==> config.mk <==
export PLATFORM = sky130hd
export DESIGN_NAME = branch_predictor_flat
export DESIGN_NICKNAME = d
export VERILOG_FILES = /design/src/rtl/nand_cpu_bp_pkg.sv /design/src/rtl/branch_feedback_ifc.sv /design/src/rtl/branch_target_table.sv /design/src/rtl/branch_predictor.sv /design/src/flat_wrapper.sv
export VERILOG_INCLUDE_DIRS = /design/src /design/src/rtl
export SDC_FILE = /design/constraint.sdc
export NUM_CORES = 1
export LEC_CHECK = 0
export BUFFER_PORTS_ARGS = -buffer_cell sky130_fd_sc_hd__buf_4
export CAP_MARGIN = 30
export CORE_MARGIN = 5
export CORE_UTILIZATION = 50
export CTS_BUF_LIST = sky130_fd_sc_hd__clkbuf_4 sky130_fd_sc_hd__clkbuf_8 sky130_fd_sc_hd__clkbuf_16
export DETAILED_ROUTE_END_ITERATION = 8
export PLACE_DENSITY = 0.71
export SLEW_MARGIN = 20
export SYNTH_ARGS = -nofsm -noshare
export SYNTH_HDL_FRONTEND = slang
export SYNTH_SLANG_ARGS = --single-unit
==> constraint.sdc <==
create_clock -name clk -period 6.9 [get_ports clk]
set_clock_uncertainty 0.2 [all_clocks]
set_input_delay 0.69 -clock clk [delete_from_list [all_inputs] [get_ports clk]]
set_output_delay 0.69 -clock clk [all_outputs]
set_load 0.05 [all_outputs]
==> src/rtl/nand_cpu.svh <==
// rtl/nand_cpu.svh - shared NAND CPU sizing macros (PC_SIZE)
`ifndef NAND_CPU_SVH
`define NAND_CPU_SVH

`define PC_SIZE 8

`endif

==> src/rtl/nand_cpu_bp_pkg.sv <==
// rtl/nand_cpu_bp_pkg.sv - branch predictor types and saturating counter helpers
// Contents: bp_ctr_t (2-bit taken counter), bp_entry_t (table entry),
//           bp_ctr_inc/bp_ctr_dec (saturating), bp_entry_reset (reset entry value).
// Optional feature macro: BP_TAG_CHECK_EN adds the tag field to bp_entry_t.
`include "nand_cpu.svh"

package nand_cpu_bp_pkg;

  localparam int PC_SIZE = `PC_SIZE;

  typedef enum logic [1:0] {
    BP_SNT = 2'b00,
    BP_WNT = 2'b01,
    BP_WT  = 2'b10,
    BP_ST  = 2'b11
  } bp_ctr_t;

  // The tag holds fetch_pc >> IDX_W. It is kept PC_SIZE wide so the struct does
  // not depend on the table depth; the top IDX_W bits are always zero.
  typedef struct packed {
    logic               valid;
`ifdef BP_TAG_CHECK_EN
    logic [PC_SIZE-1:0] tag;
`endif
    logic [PC_SIZE-1:0] target;
    bp_ctr_t            ctr;
  } bp_entry_t;

  function automatic bp_ctr_t bp_ctr_inc(input bp_ctr_t c);
    return (c == BP_ST) ? BP_ST : bp_ctr_t'(c + 2'b01);
  endfunction

  function automatic bp_ctr_t bp_ctr_dec(input bp_ctr_t c);
    return (c == BP_SNT) ? BP_SNT : bp_ctr_t'(c - 2'b01);
  endfunction

  function automatic bp_entry_t bp_entry_reset();
    bp_entry_t e;
    e     = '0;
    e.ctr = BP_WNT;
    return e;
  endfunction

endpackage

==> src/rtl/branch_feedback_ifc.sv <==
// rtl/branch_feedback_ifc.sv - resolved branch/jump bundle from execute to the predictor
// Signals: branch, jump (event kind), pc (branch PC), predict_taken/predict_target
//          (what fetch predicted), feedback_taken/feedback_target (actual outcome).
// Modports: out (execute drives), in (predictor receives).
`include "nand_cpu.svh"

interface branch_feedback_ifc;
  logic                  branch;
  logic                  jump;
  logic [`PC_SIZE-1:0]   pc;
  logic                  predict_taken;
  logic [`PC_SIZE-1:0]   predict_target;
  logic                  feedback_taken;
  logic [`PC_SIZE-1:0]   feedback_target;

  modport out (
    output branch, jump, pc, predict_taken, predict_target, feedback_taken, feedback_target
  );

  modport in (
    input branch, jump, pc, predict_taken, predict_target, feedback_taken, feedback_target
  );
endinterface

==> src/rtl/branch_target_table.sv <==
// rtl/branch_target_table.sv - direct-mapped branch target table storage
// Ports: clk, rst (async active-high, clears all entries),
//        rd_idx/rd_entry (combinational lookup read),
//        wr_idx/wr_cur (combinational read of the slot being trained),
//        wr_en/wr_entry (write of wr_idx on the rising edge).
// Optional feature macro: BP_TAG_CHECK_EN (via bp_entry_t layout).
module branch_target_table
  import nand_cpu_bp_pkg::*;
#(
  parameter int ENTRIES = 16,
  parameter int IDX_W   = $clog2(ENTRIES)
) (
  input  logic             clk,
  input  logic             rst,
  input  logic [IDX_W-1:0] rd_idx,
  output bp_entry_t        rd_entry,
  input  logic [IDX_W-1:0] wr_idx,
  output bp_entry_t        wr_cur,
  input  logic             wr_en,
  input  bp_entry_t        wr_entry
);

  bp_entry_t mem [ENTRIES];

  // No bypass: a same-cycle write is only seen by reads in the next cycle.
  assign rd_entry = mem[rd_idx];
  assign wr_cur   = mem[wr_idx];

  always_ff @(posedge clk or posedge rst) begin
    if (rst) begin
      for (int i = 0; i < ENTRIES; i++) begin
        mem[i] <= bp_entry_reset();
      end
    end else if (wr_en) begin
      mem[wr_idx] <= wr_entry;
    end
  end

endmodule

==> src/rtl/branch_predictor.sv <==
// rtl/branch_predictor.sv - dynamic branch predictor with redirect and statistics
// Ports: clk, rst (async active-high); fetch_pc -> predict_taken/predict_target
//        (combinational); fb (branch_feedback_ifc.in) -> redirect/redirect_pc
//        (combinational) and table training on the clock edge;
//        branch_count/mispredict_count (saturating statistics).
// Optional feature macro: BP_TAG_CHECK_EN (tag compare on lookup and training).
module branch_predictor
  import nand_cpu_bp_pkg::*;
#(
  parameter int ENTRIES = 16,
  parameter int STAT_W  = 16
) (
  input  logic               clk,
  input  logic               rst,
  input  logic [PC_SIZE-1:0] fetch_pc,
  output logic               predict_taken,
  output logic [PC_SIZE-1:0] predict_target,
  branch_feedback_ifc.in     fb,
  output logic               redirect,
  output logic [PC_SIZE-1:0] redirect_pc,
  output logic [STAT_W-1:0]  branch_count,
  output logic [STAT_W-1:0]  mispredict_count
);

  localparam int IDX_W = $clog2(ENTRIES);

  bp_entry_t lk_entry;
  bp_entry_t up_entry;
  bp_entry_t wr_entry;
  logic      wr_en;
  logic      lk_hit;
  logic      up_hit;
  logic      ev;
  logic      train_taken;

  branch_target_table #(
    .ENTRIES (ENTRIES),
    .IDX_W   (IDX_W)
  ) u_btt (
    .clk      (clk),
    .rst      (rst),
    .rd_idx   (fetch_pc[IDX_W-1:0]),
    .rd_entry (lk_entry),
    .wr_idx   (fb.pc[IDX_W-1:0]),
    .wr_cur   (up_entry),
    .wr_en    (wr_en),
    .wr_entry (wr_entry)
  );

`ifdef BP_TAG_CHECK_EN
  assign lk_hit = lk_entry.valid && (lk_entry.tag == (fetch_pc >> IDX_W));
  assign up_hit = up_entry.valid && (up_entry.tag == (fb.pc >> IDX_W));
`else
  assign lk_hit = lk_entry.valid;
  assign up_hit = up_entry.valid;
`endif

  assign predict_taken  = lk_hit && lk_entry.ctr[1];
  assign predict_target = predict_taken ? lk_entry.target : fetch_pc + PC_SIZE'(1);

  // A jump is always taken, even if branch is also asserted.
  assign ev          = fb.branch | fb.jump;
  assign train_taken = fb.feedback_taken | fb.jump;

  always_comb begin
    redirect    = 1'b0;
    redirect_pc = '0;
    if (ev && ((fb.predict_taken != fb.feedback_taken) ||
               (fb.predict_taken && fb.feedback_taken &&
                (fb.predict_target != fb.feedback_target)))) begin
      redirect    = 1'b1;
      redirect_pc = fb.feedback_taken ? fb.feedback_target : fb.pc + PC_SIZE'(1);
    end
  end

  always_comb begin
    wr_en    = 1'b0;
    wr_entry = up_entry;
    if (ev) begin
      if (up_hit) begin
        wr_en = 1'b1;
        if (fb.jump) begin
          wr_entry.ctr    = BP_ST;
          wr_entry.target = fb.feedback_target;
        end else if (fb.feedback_taken) begin
          wr_entry.ctr    = bp_ctr_inc(up_entry.ctr);
          wr_entry.target = fb.feedback_target;
        end else begin
          wr_entry.ctr    = bp_ctr_dec(up_entry.ctr);
        end
      end else if (train_taken) begin
        // Miss on a taken event: overwrite the slot regardless of its owner.
        wr_en           = 1'b1;
        wr_entry.valid  = 1'b1;
`ifdef BP_TAG_CHECK_EN
        wr_entry.tag    = fb.pc >> IDX_W;
`endif
        wr_entry.target = fb.feedback_target;
        wr_entry.ctr    = fb.jump ? BP_ST : BP_WT;
      end
    end
  end

  always_ff @(posedge clk or posedge rst) begin
    if (rst) begin
      branch_count     <= '0;
      mispredict_count <= '0;
    end else begin
      if (ev && !(&branch_count)) begin
        branch_count <= branch_count + STAT_W'(1);
      end
      if (redirect && !(&mispredict_count)) begin
        mispredict_count <= mispredict_count + STAT_W'(1);
      end
    end
  end

endmodule

==> src/flat_wrapper.sv <==
// flat-port wrapper written by rule: the top's interface ports become plain ports
module branch_predictor_flat import nand_cpu_bp_pkg::*;
#(
  parameter int ENTRIES = 16,
  parameter int STAT_W  = 16
)
  (clk, rst, fetch_pc, predict_taken, predict_target, redirect, redirect_pc, branch_count, mispredict_count, fb_branch, fb_jump, fb_pc, fb_predict_taken, fb_predict_target, fb_feedback_taken, fb_feedback_target);
  branch_feedback_ifc fb_i ();
  input  logic clk;
  input  logic rst;
  input  logic [PC_SIZE-1:0] fetch_pc;
  output logic predict_taken;
  output logic [PC_SIZE-1:0] predict_target;
  output logic redirect;
  output logic [PC_SIZE-1:0] redirect_pc;
  output logic [STAT_W-1:0] branch_count;
  output logic [STAT_W-1:0] mispredict_count;
  input wire logic [$bits(fb_i.branch)-1:0] fb_branch;
  input wire logic [$bits(fb_i.jump)-1:0] fb_jump;
  input wire logic [$bits(fb_i.pc)-1:0] fb_pc;
  input wire logic [$bits(fb_i.predict_taken)-1:0] fb_predict_taken;
  input wire logic [$bits(fb_i.predict_target)-1:0] fb_predict_target;
  input wire logic [$bits(fb_i.feedback_taken)-1:0] fb_feedback_taken;
  input wire logic [$bits(fb_i.feedback_target)-1:0] fb_feedback_target;
  assign fb_i.branch = fb_branch;
  assign fb_i.jump = fb_jump;
  assign fb_i.pc = fb_pc;
  assign fb_i.predict_taken = fb_predict_taken;
  assign fb_i.predict_target = fb_predict_target;
  assign fb_i.feedback_taken = fb_feedback_taken;
  assign fb_i.feedback_target = fb_feedback_target;
  branch_predictor #(.ENTRIES(ENTRIES), .STAT_W(STAT_W)) u_core (.clk(clk), .rst(rst), .fetch_pc(fetch_pc), .predict_taken(predict_taken), .predict_target(predict_target), .fb(fb_i), .redirect(redirect), .redirect_pc(redirect_pc), .branch_count(branch_count), .mispredict_count(mispredict_count));
endmodule
-- Word level (Yosys, flattened, before mapping)
Cells that the tools add are included.
- flip-flop bits (word level): 208
- output and inout port bits: 50
- word-level logic and storage cells: 105
- bits of input ports: 38
- $add $sub $neg: 6
- equal/unequal tests: 3
- muxes and demuxes: 26
- magnitude comparators: 3
- bitwise gates (word level): 4
- reduce and logical (&&, ||, !) cells: 13
- operator list (cell ; count):
    $bwmux 176 ; 1
    $bmux 11 s4 ; 2
    $mux 11 ; 7
    $demux 11 s4 ; 1
    $add 16x1->16 const B ; 2
    $mux 8 ; 4
    $reduce_and 16->1 ; 2
    $mux 10 ; 2
    $add 8x1->8 const B ; 2
    $ge 5x5->1 const B ; 2
    $not 4->5 ; 2
    $ne 8x8->1 ; 1
    $logic_and 1x1->1 ; 7
    $mux 1 ; 6
    $mux 2 ; 3
    $lt 5x1->1 const B ; 1
    $add 2x1->2 const B ; 1
    $eq 2x2->1 const B ; 1
    $logic_not 1->1 ; 2
    $logic_not 2->1 ; 1
    $or 1x1->1 ; 2
    $sub 2x1->2 const B ; 1
    $logic_or 1x1->1 ; 1
    $ne 1x1->1 ; 1

-- Logic depth before layout (Yosys ltp)
Gate-level depths: netlist of the first run.
- word-level depth: 11
- mapped depth: 11
- gate-level depth less buffers: 7

-- Hierarchy
A second synthesis of the first run with hierarchy kept.
- cells, all modules: 851
- area total of the unflattened synthesis: 11758.8 µm²
- modules (own cells, without submodules) (module ; instances ; sequential area each (µm²) ; cells an instance ; area an instance (µm²)):
    branch_target_table ; 1 ; 4424.2 ; 598 ; 9485.3
    branch_predictor ; 1 ; 800.8 ; 253 ; 2273.4

-- Least setup slack after synthesis of the first run
OpenSTA, ideal clock, no wires.
- path kind: input -> output
- from: input fetch_pc[0]
- to: output predict_target[0]
- slack: 2.425 ns
- required time: 6.010 ns
- path buffers: 2
- cell stages on the path: 7
- arrival time: 3.585 ns
- cell sequence: clkbuf_1 -> buf_1 -> nand4_1 -> nand3_1 -> o22ai_1 -> o21ai_1 -> mux2i_1
- word-level cells in the longest chain between the ends: 6
- elaborated cells on any way between the ends: 7
- those cells by class: add/sub (1); mux (4); bitwise (1); reduce/logical (1)
- RTL lines (what ; RTL line ; RTL):
    start: declaration ; flat_wrapper.sv:11 ; input logic [PC_SIZE-1:0] fetch_pc;
    $not 4->5 (not written as such) ; branch_target_table.sv:26 ; assign rd_entry = mem[rd_idx];
    $bmux 11 s4 ; branch_target_table.sv:26 ;
    $mux 11 (not written as such) (2 in series) ; branch_target_table.sv:26 ;
    $logic_and 1x1->1 ; branch_predictor.sv:58 ; assign predict_taken = lk_hit && lk_entry.ctr[1];
    net predict_taken ; flat_wrapper.sv:12 ; output logic predict_taken;
    $mux 8 ; branch_predictor.sv:59 ; assign predict_target = predict_taken ? lk_entry.target : fetch_pc + PC_SIZE'(1);
    end: declaration ; flat_wrapper.sv:13 ; output logic [PC_SIZE-1:0] predict_target;
The timed path passes the listed nets, and every way through them passes these cells. The select of a mux whose other input is x is not followed.

-- Final worst setup path of the first run
- from: input fetch_pc[0]
- to: output predict_target[7]
- word-level cells in the longest chain between the ends: 6
- elaborated cells on any way between the ends: 7
- those cells by class: add/sub (1); mux (4); bitwise (1); reduce/logical (1)
- RTL lines (what ; RTL line):
    $not 4->5 (not written as such) ; branch_target_table.sv:26
    $bmux 11 s4 ; branch_target_table.sv:26
    $mux 11 (not written as such) (2 in series) ; branch_target_table.sv:26
    $logic_and 1x1->1 ; branch_predictor.sv:58
    $mux 8 (*) ; branch_predictor.sv:59
Every way passes the cells marked *; elsewhere a longest branch is shown, timed or not. The select of a mux whose other input is x is not followed.

==> results of run 1 <==
cells by family (layout without fill, tap and decap cells):
family,count (synthesis),count (layout)
XOR/XNOR,47,47
AND/OR/NAND/NOR,201,201
buffers and inverters,104,173
flip-flops,208,208
AO/OA/AOI/OAI,69,69
adder cells (fa/ha/maj),9,9
multiplexers,246,246
stage by stage:
stage	total power [uW]	setup WS [ns]	utilization, %	cell area (um2)
global placement	3570	2.74	53.2	12500
CTS	5000	2.98	57.1	13400
finish	4980	2.98	57.6	13500
floorplan	3230	0.356	-	11900
global route	5220	2.79	57.6	13500
detailed placement	3630	2.99	53.5	12500
worst paths after layout:
check                                                  startpoint                             endpoint  cells past startpoint  slack, ns
min in group asynchronous                                     rst  u_core.branch_count[13]$_DFFE_PP0P_                      3       0.52
worst min register to register   u_core.u_btt.mem[76]$_DFFE_PP0P_     u_core.u_btt.mem[76]$_DFFE_PP0P_                      1       0.30
worst max-delay path                                  fetch_pc[0]                    predict_target[7]                      8       2.98
worst max register to register  u_core.u_btt.mem[100]$_DFFE_PP0P_    u_core.u_btt.mem[132]$_DFFE_PP1P_                      7       4.13
worst min-delay path             u_core.u_btt.mem[76]$_DFFE_PP0P_     u_core.u_btt.mem[76]$_DFFE_PP0P_                      1       0.30
max in group asynchronous                                     rst     u_core.u_btt.mem[79]$_DFFE_PP0P_                      5       5.03
layer usage:
| metal | global-route usage (%) | vias up | wire [um] |
|---|---|---|---|
| met5 | 0 | - | 0 |
| met4 | 5.22 | 0 | 566 |
| met3 | 3.64 | 37 | 2120 |
| met2 | 35.4 | 272 | 13900 |
| met1 | 32.5 | 4002 | 12900 |
| li1 | - | 3377 | - |
where the power goes:
part / internal [uW] / switching, uW / total, uW / leakage (uW)
Combinational: 900 / 745 / 1650 / 0.00289
Clock: 826 / 515 / 1340 / 0.000429
Sequential: 1650 / 341 / 1990 / 0.00250
worst max-delay path, stage by stage:
cell     delay (ns)
buf_4          0.58
a41oi_1        0.22
nand2_1        0.11
o22ai_1        0.10
o21ai_1        0.49
buf_4          0.27
mux2_2         0.34
buf_4          0.19
area by class of cell:
class                   count  area, um2
clock buffers              35        744
clock inverters             9        106
fillers                  1878       9920
inverters                  26        105
multi-input cells         572       6030
flip-flops and latches    208       5230
well taps                 319        399
repair buffers            103        866
layout by cell type, fill, tap and decap left out, types with 26 or more instances in the layout:
cell type	instances
dfrtp_1	192
buf_4	94
mux4_2	83
mux2_4	78
mux2_2	66
nor2_1	44
nand3_1	41
nand2_1	30
a21oi_1	27
xor2_1	26
registers in the layout, summed over array words and instances, names as in the netlist:
register                 count
u_core.u_btt.mem           176
u_core.branch_count         16
u_core.mispredict_count     16
synth_stat cells, drive strengths merged, types with 2 or more instances:
cell type / instances / area share, %
dfrtp: 192 / 41
mux2: 147 / 16
mux4: 88 / 17
buf: 51 / 3.3
nor2: 44 / 1.4
nand3: 41 / 1.7
nand2: 30 / 0.95
a21oi: 27 / 1.1
clkbuf: 26 / 0.82
inv: 26 / 0.82
xor2: 26 / 1.9
and3: 22 / 1.2
xnor2: 21 / 1.6
o22ai: 18 / 0.95
or2: 17 / 0.90
dfstp: 16 / 3.5
nor4: 13 / 0.69
mux2i: 11 / 0.93
o21ai: 10 / 0.42
ha: 8 / 0.84
nand4: 7 / 0.37
nor3: 7 / 0.30
nor2b: 5 / 0.26
nor4b: 4 / 0.30
nand4b: 3 / 0.22
a22o: 2 / 0.15
a22oi: 2 / 0.13
and4: 2 / 0.15
nand2b: 2 / 0.11
nand3b: 2 / 0.13
o211ai: 2 / 0.13
o2bb2ai: 2 / 0.15
==> out/metrics.csv, run 1 <==
metric;value;unit
worst slew pin tran;1.03;ns
RSZ-0062 raised after global routing;no;
Worst Path Required;6.01;ns
Cell variety after synth;53;
synthesized flop and latch total;208;
Starting Density;50.7;%
setup_tns;0;ns
global-route usage over all layers;22.3;%
share of cells above drive strength 1;41.4;%
adder-cell share of the synthesized area;0.928;%
Hold WC Path Type;reg -> reg;
CTS Buf Count;25;
Die ar.;0.0269;mm2
post-synthesis simple-gate area fraction;8.76;%
setup violators final;0;
XOR/XNOR Fraction of Synth Area;3.47;%
Rel. slew slack;31.4;%
htree depth;1;
crit path time final;3.92;ns
Root Buffer;clkbuf_16;
Critical Path End Type;output port;
# resized after CTS;0;
I/O Buffers;87;
Final Routed Wirelength;29600;um
startpoint class of the critical path;input pin;
status;finished, final reports clean;
TritonCTS clock tree;done;
CTS max path bufs;3;
leading register cell type out of synthesis;dfrtp_1;
Mean Syn Cell Area;13.4;um2
Placed Cells;1222;
initial DRC count;592;
kind of critical path;in -> out;
Min Hold Slack;0.295;ns
Synth Warn #;0;
Avg WL per Cell;23.2;um
Nets;982;
vias in the first global route;7975;
Net Count, Synth;930;
Pleak;0.00581;uW
Seq/Total Area, Yosys;44.1;%
io pins;88;
total congestion overflow;0;
arrival time at the worst endpoint;3.03;ns
CTS sink cnt;208;
detailed-route DRC error count;0;
fin crit share;56.8;%
ys async rst share;100;%
Core Box Area;0.0234;mm2
max-slew violations;0;
routability cong.;0.860;
pwr/cell area;369;mW/mm2
Ant. Diodes;0;
largest family of logic cells by synthesized area;multiplexers;
Synth-to-Final Area Change;13.7;%
vias per inst;6.04;
Max IR drop VDD;0.201;mV
Post-synth EDFFs;0;
Cell Area, Synth;0.0119;mm2
antenna violations before repair;0;
Max Cap Viol;0;
Synth Area in Compound Gates;3.51;%
mux contribution to synthesized area;34.2;%
endpoints failing hold;0;
FMAX;0.255;GHz
DR pass1 iterations;5;
Final ANT Viol Nets;0;
Die Height;164;um
crit-path max FO;42;
post-CTS setup buffers;0;
FP Rows;56;
routed vias;7688;
CTS clk-pin slew, worst paths;0.06;ns
first-pass GRT wire length;46500;um
post-DP HPWL;18500;um
Die X;164;um
largest net degree at the start of global routing;135;
final cell count without fillers;1272;
Worst-Skew Late Latency;0.52;ns
CTS Hold Buffers Added;0;
Post-Syn Instances;884;
Note: power is estimated with default switching activity, not from simulation.
==> inputs of run 2 (changes only) <==
==> constraint.sdc (replaced) <==
create_clock -name clk -period 3.6 [get_ports clk]
set_clock_uncertainty 0.2 [all_clocks]
set_input_delay 0.36 -clock clk [delete_from_list [all_inputs] [get_ports clk]]
set_output_delay 0.36 -clock clk [all_outputs]
set_load 0.05 [all_outputs]
==> out/metrics.csv, run 2 (synthesis gave the netlist of run 1 again) <==
metric;value;unit
Rel. slew slack;54.2;%
max-slew violations;0;
FP Rows;56;
cells on worst reg2reg path;6;
commonest non-fill, non-tap cell in the layout;dfrtp_1;
Max Cap Viol;0;
first-pass GRT wire length;46900;um
antenna violations before repair;0;
I/O Buffers;87;
Starting Density;50.7;%
post-DP HPWL;20000;um
kind of critical path;reg -> out;
Die ar.;0.0269;mm2
routability cong.;0.833;
startpoint class of the critical path;flip-flop;
setup_tns;0;ns
Avg WL per Cell;23.2;um
Hold Path Stages;4;
Final ANT Viol Nets;0;
largest net degree at the start of global routing;107;
Synth-to-Final Area Change;15.5;%
CP cell instances;nand3_1 > o21ai_0 > mux4_2 > nand2_1 > o21ai_2 > buf_4 > mux2_2 > buf_4;
endpoints failing hold;0;
RSZ-0062 raised after global routing;no;
fin crit share;86.1;%
pwr/cell area;699;mW/mm2
CTS Buf Count;24;
io pins;88;
CP max stage cell;mux4_2;
Placed Cells;1250;
status;finished, final reports clean;
vias per inst;6.05;
routed vias;7838;
crit-path max FO;8;
Pleak;0.00594;uW
Layout fillers;1837;
Die X;164;um
Ant. Diodes;0;
CTS clk-pin slew, worst paths;0.06;ns
Final Routed Wirelength;30100;um
# resized after CTS;0;
setup violators final;0;
arrival time at the worst endpoint;2.54;ns
Regs by FF count;u_core.u_btt.mem: 176 flops, u_core.branch_count: 16 flops, u_core.mispredict_count: 16 flops;
vias in the first global route;7960;
detailed-route DRC error count;0;
share of cells above drive strength 1;42.9;%
critical path's most frequent cell;buf_4;
Die Height;164;um
pre-CTS WS;0.432;ns
Setup WS post-layout;0.500;ns
most frequent cells in the layout;dfrtp_1 (192), buf_4 (115), mux4_2 (83);
total congestion overflow;0;
FMAX;0.323;GHz
Core Box Area;0.0234;mm2
DR pass1 iterations;5;
htree depth;1;
TritonCTS clock tree;done;
Hold WC Path Type;in -> reg;
max reg flops;176;
Max IR drop VDD;0.419;mV
global-route usage over all layers;22.5;%
Root Buffer;clkbuf_16;
Critical Path End Type;output port;
CTS sink cnt;208;
crit path time final;3.10;ns
Worst-Skew Late Latency;0.53;ns
final cell count without fillers;1295;
CTS max path bufs;3;
Largest Register;u_core.u_btt.mem;
Worst Path Required;3.04;ns
Worst path max stage delay;0.57;ns
worst slew pin tran;0.688;ns
Nets;1004;
initial DRC count;678;
==> run 2: changes by cell type in the layout (fill, tap and decap cells not counted), sizes merged <==
cell / before / now
buf: 102 / 125
clkinvlp: 0 / 2
inv: 27 / 25
bufinv: 2 / 3
clkinv: 6 / 5
==> run 2: through the flow <==
step	hold slack, ns	utilization (%)	cell area, um2	total power (uW)
after global routing	0.112	58.5	13700	10000
after floorplan	0.250	-	11900	6190
after detailed placement	0.280	54.8	12800	7000
after CTS	0.0922	58.5	13700	9600
final	0.104	58.5	13700	9580
after global placement	0.271	54.8	12800	6890
==> run 2: cell type report <==
type / instances / area (um2) / area share (%)
Tap cell: 319 / 399 / 2.92
Inverter: 26 / 101 / 0.740
Clock buffer: 35 / 721 / 5.26
Multi-Input combinational cell: 572 / 6040 / 44.1
Sequential cell: 208 / 5230 / 38.2
Timing Repair Buffer: 126 / 1070 / 7.84
Clock inverter: 9 / 134 / 0.978
==> run 2: per-layer routing <==
metal  vias up  wire length (um)  GRT usage (%)
met1      4051             13200           32.7
met4         0               673           5.53
li1       3435                 -              -
met2       302             14000           35.6
met3        50              2180           4.14
met5         -                 0              0
==> run 2: critical path: cells and delay by family, from the launching register on <==
| family | cells | cell delay (ns) |
|---|---|---|
| compound gates | 2 | 0.17 |
| mux | 2 | 0.88 |
| simple gates | 2 | 0.19 |
| flops | 1 | 0.39 |
| buf+inv | 2 | 0.39 |
==> run 2: repair_timing <==
action,CTS,global route
hold endpoints to repair,192,0
buffers inserted,0,0
hold buffers,1,0
==> run 2: worst paths after layout <==
kind | start | to | slack [ns]
max in group asynchronous | rst | u_core.u_btt.mem[108]$_DFFE_PP0P_ | 2.32
setup reg to reg | u_core.u_btt.mem[87]$_DFFE_PP0P_ | u_core.u_btt.mem[60]$_DFFE_PP0P_ | 1.01
setup / recovery | u_core.u_btt.mem[10]$_DFFE_PP0P_ | predict_target[1] | 0.50
min in group asynchronous | rst | u_core.branch_count[12]$_DFFE_PP0P_ | 0.37
hold / removal | fb_jump | u_core.branch_count[1]$_DFFE_PP0P_ | 0.10
hold reg to reg | u_core.u_btt.mem[164]$_DFFE_PP0P_ | u_core.u_btt.mem[164]$_DFFE_PP0P_ | 0.29
==> run 2: power by group <==
group / leakage, uW / internal [uW] / switching [uW]
combinational: 0.00301 / 1740 / 1410
clock: 0.000427 / 1610 / 974
sequential: 0.00250 / 3170 / 677
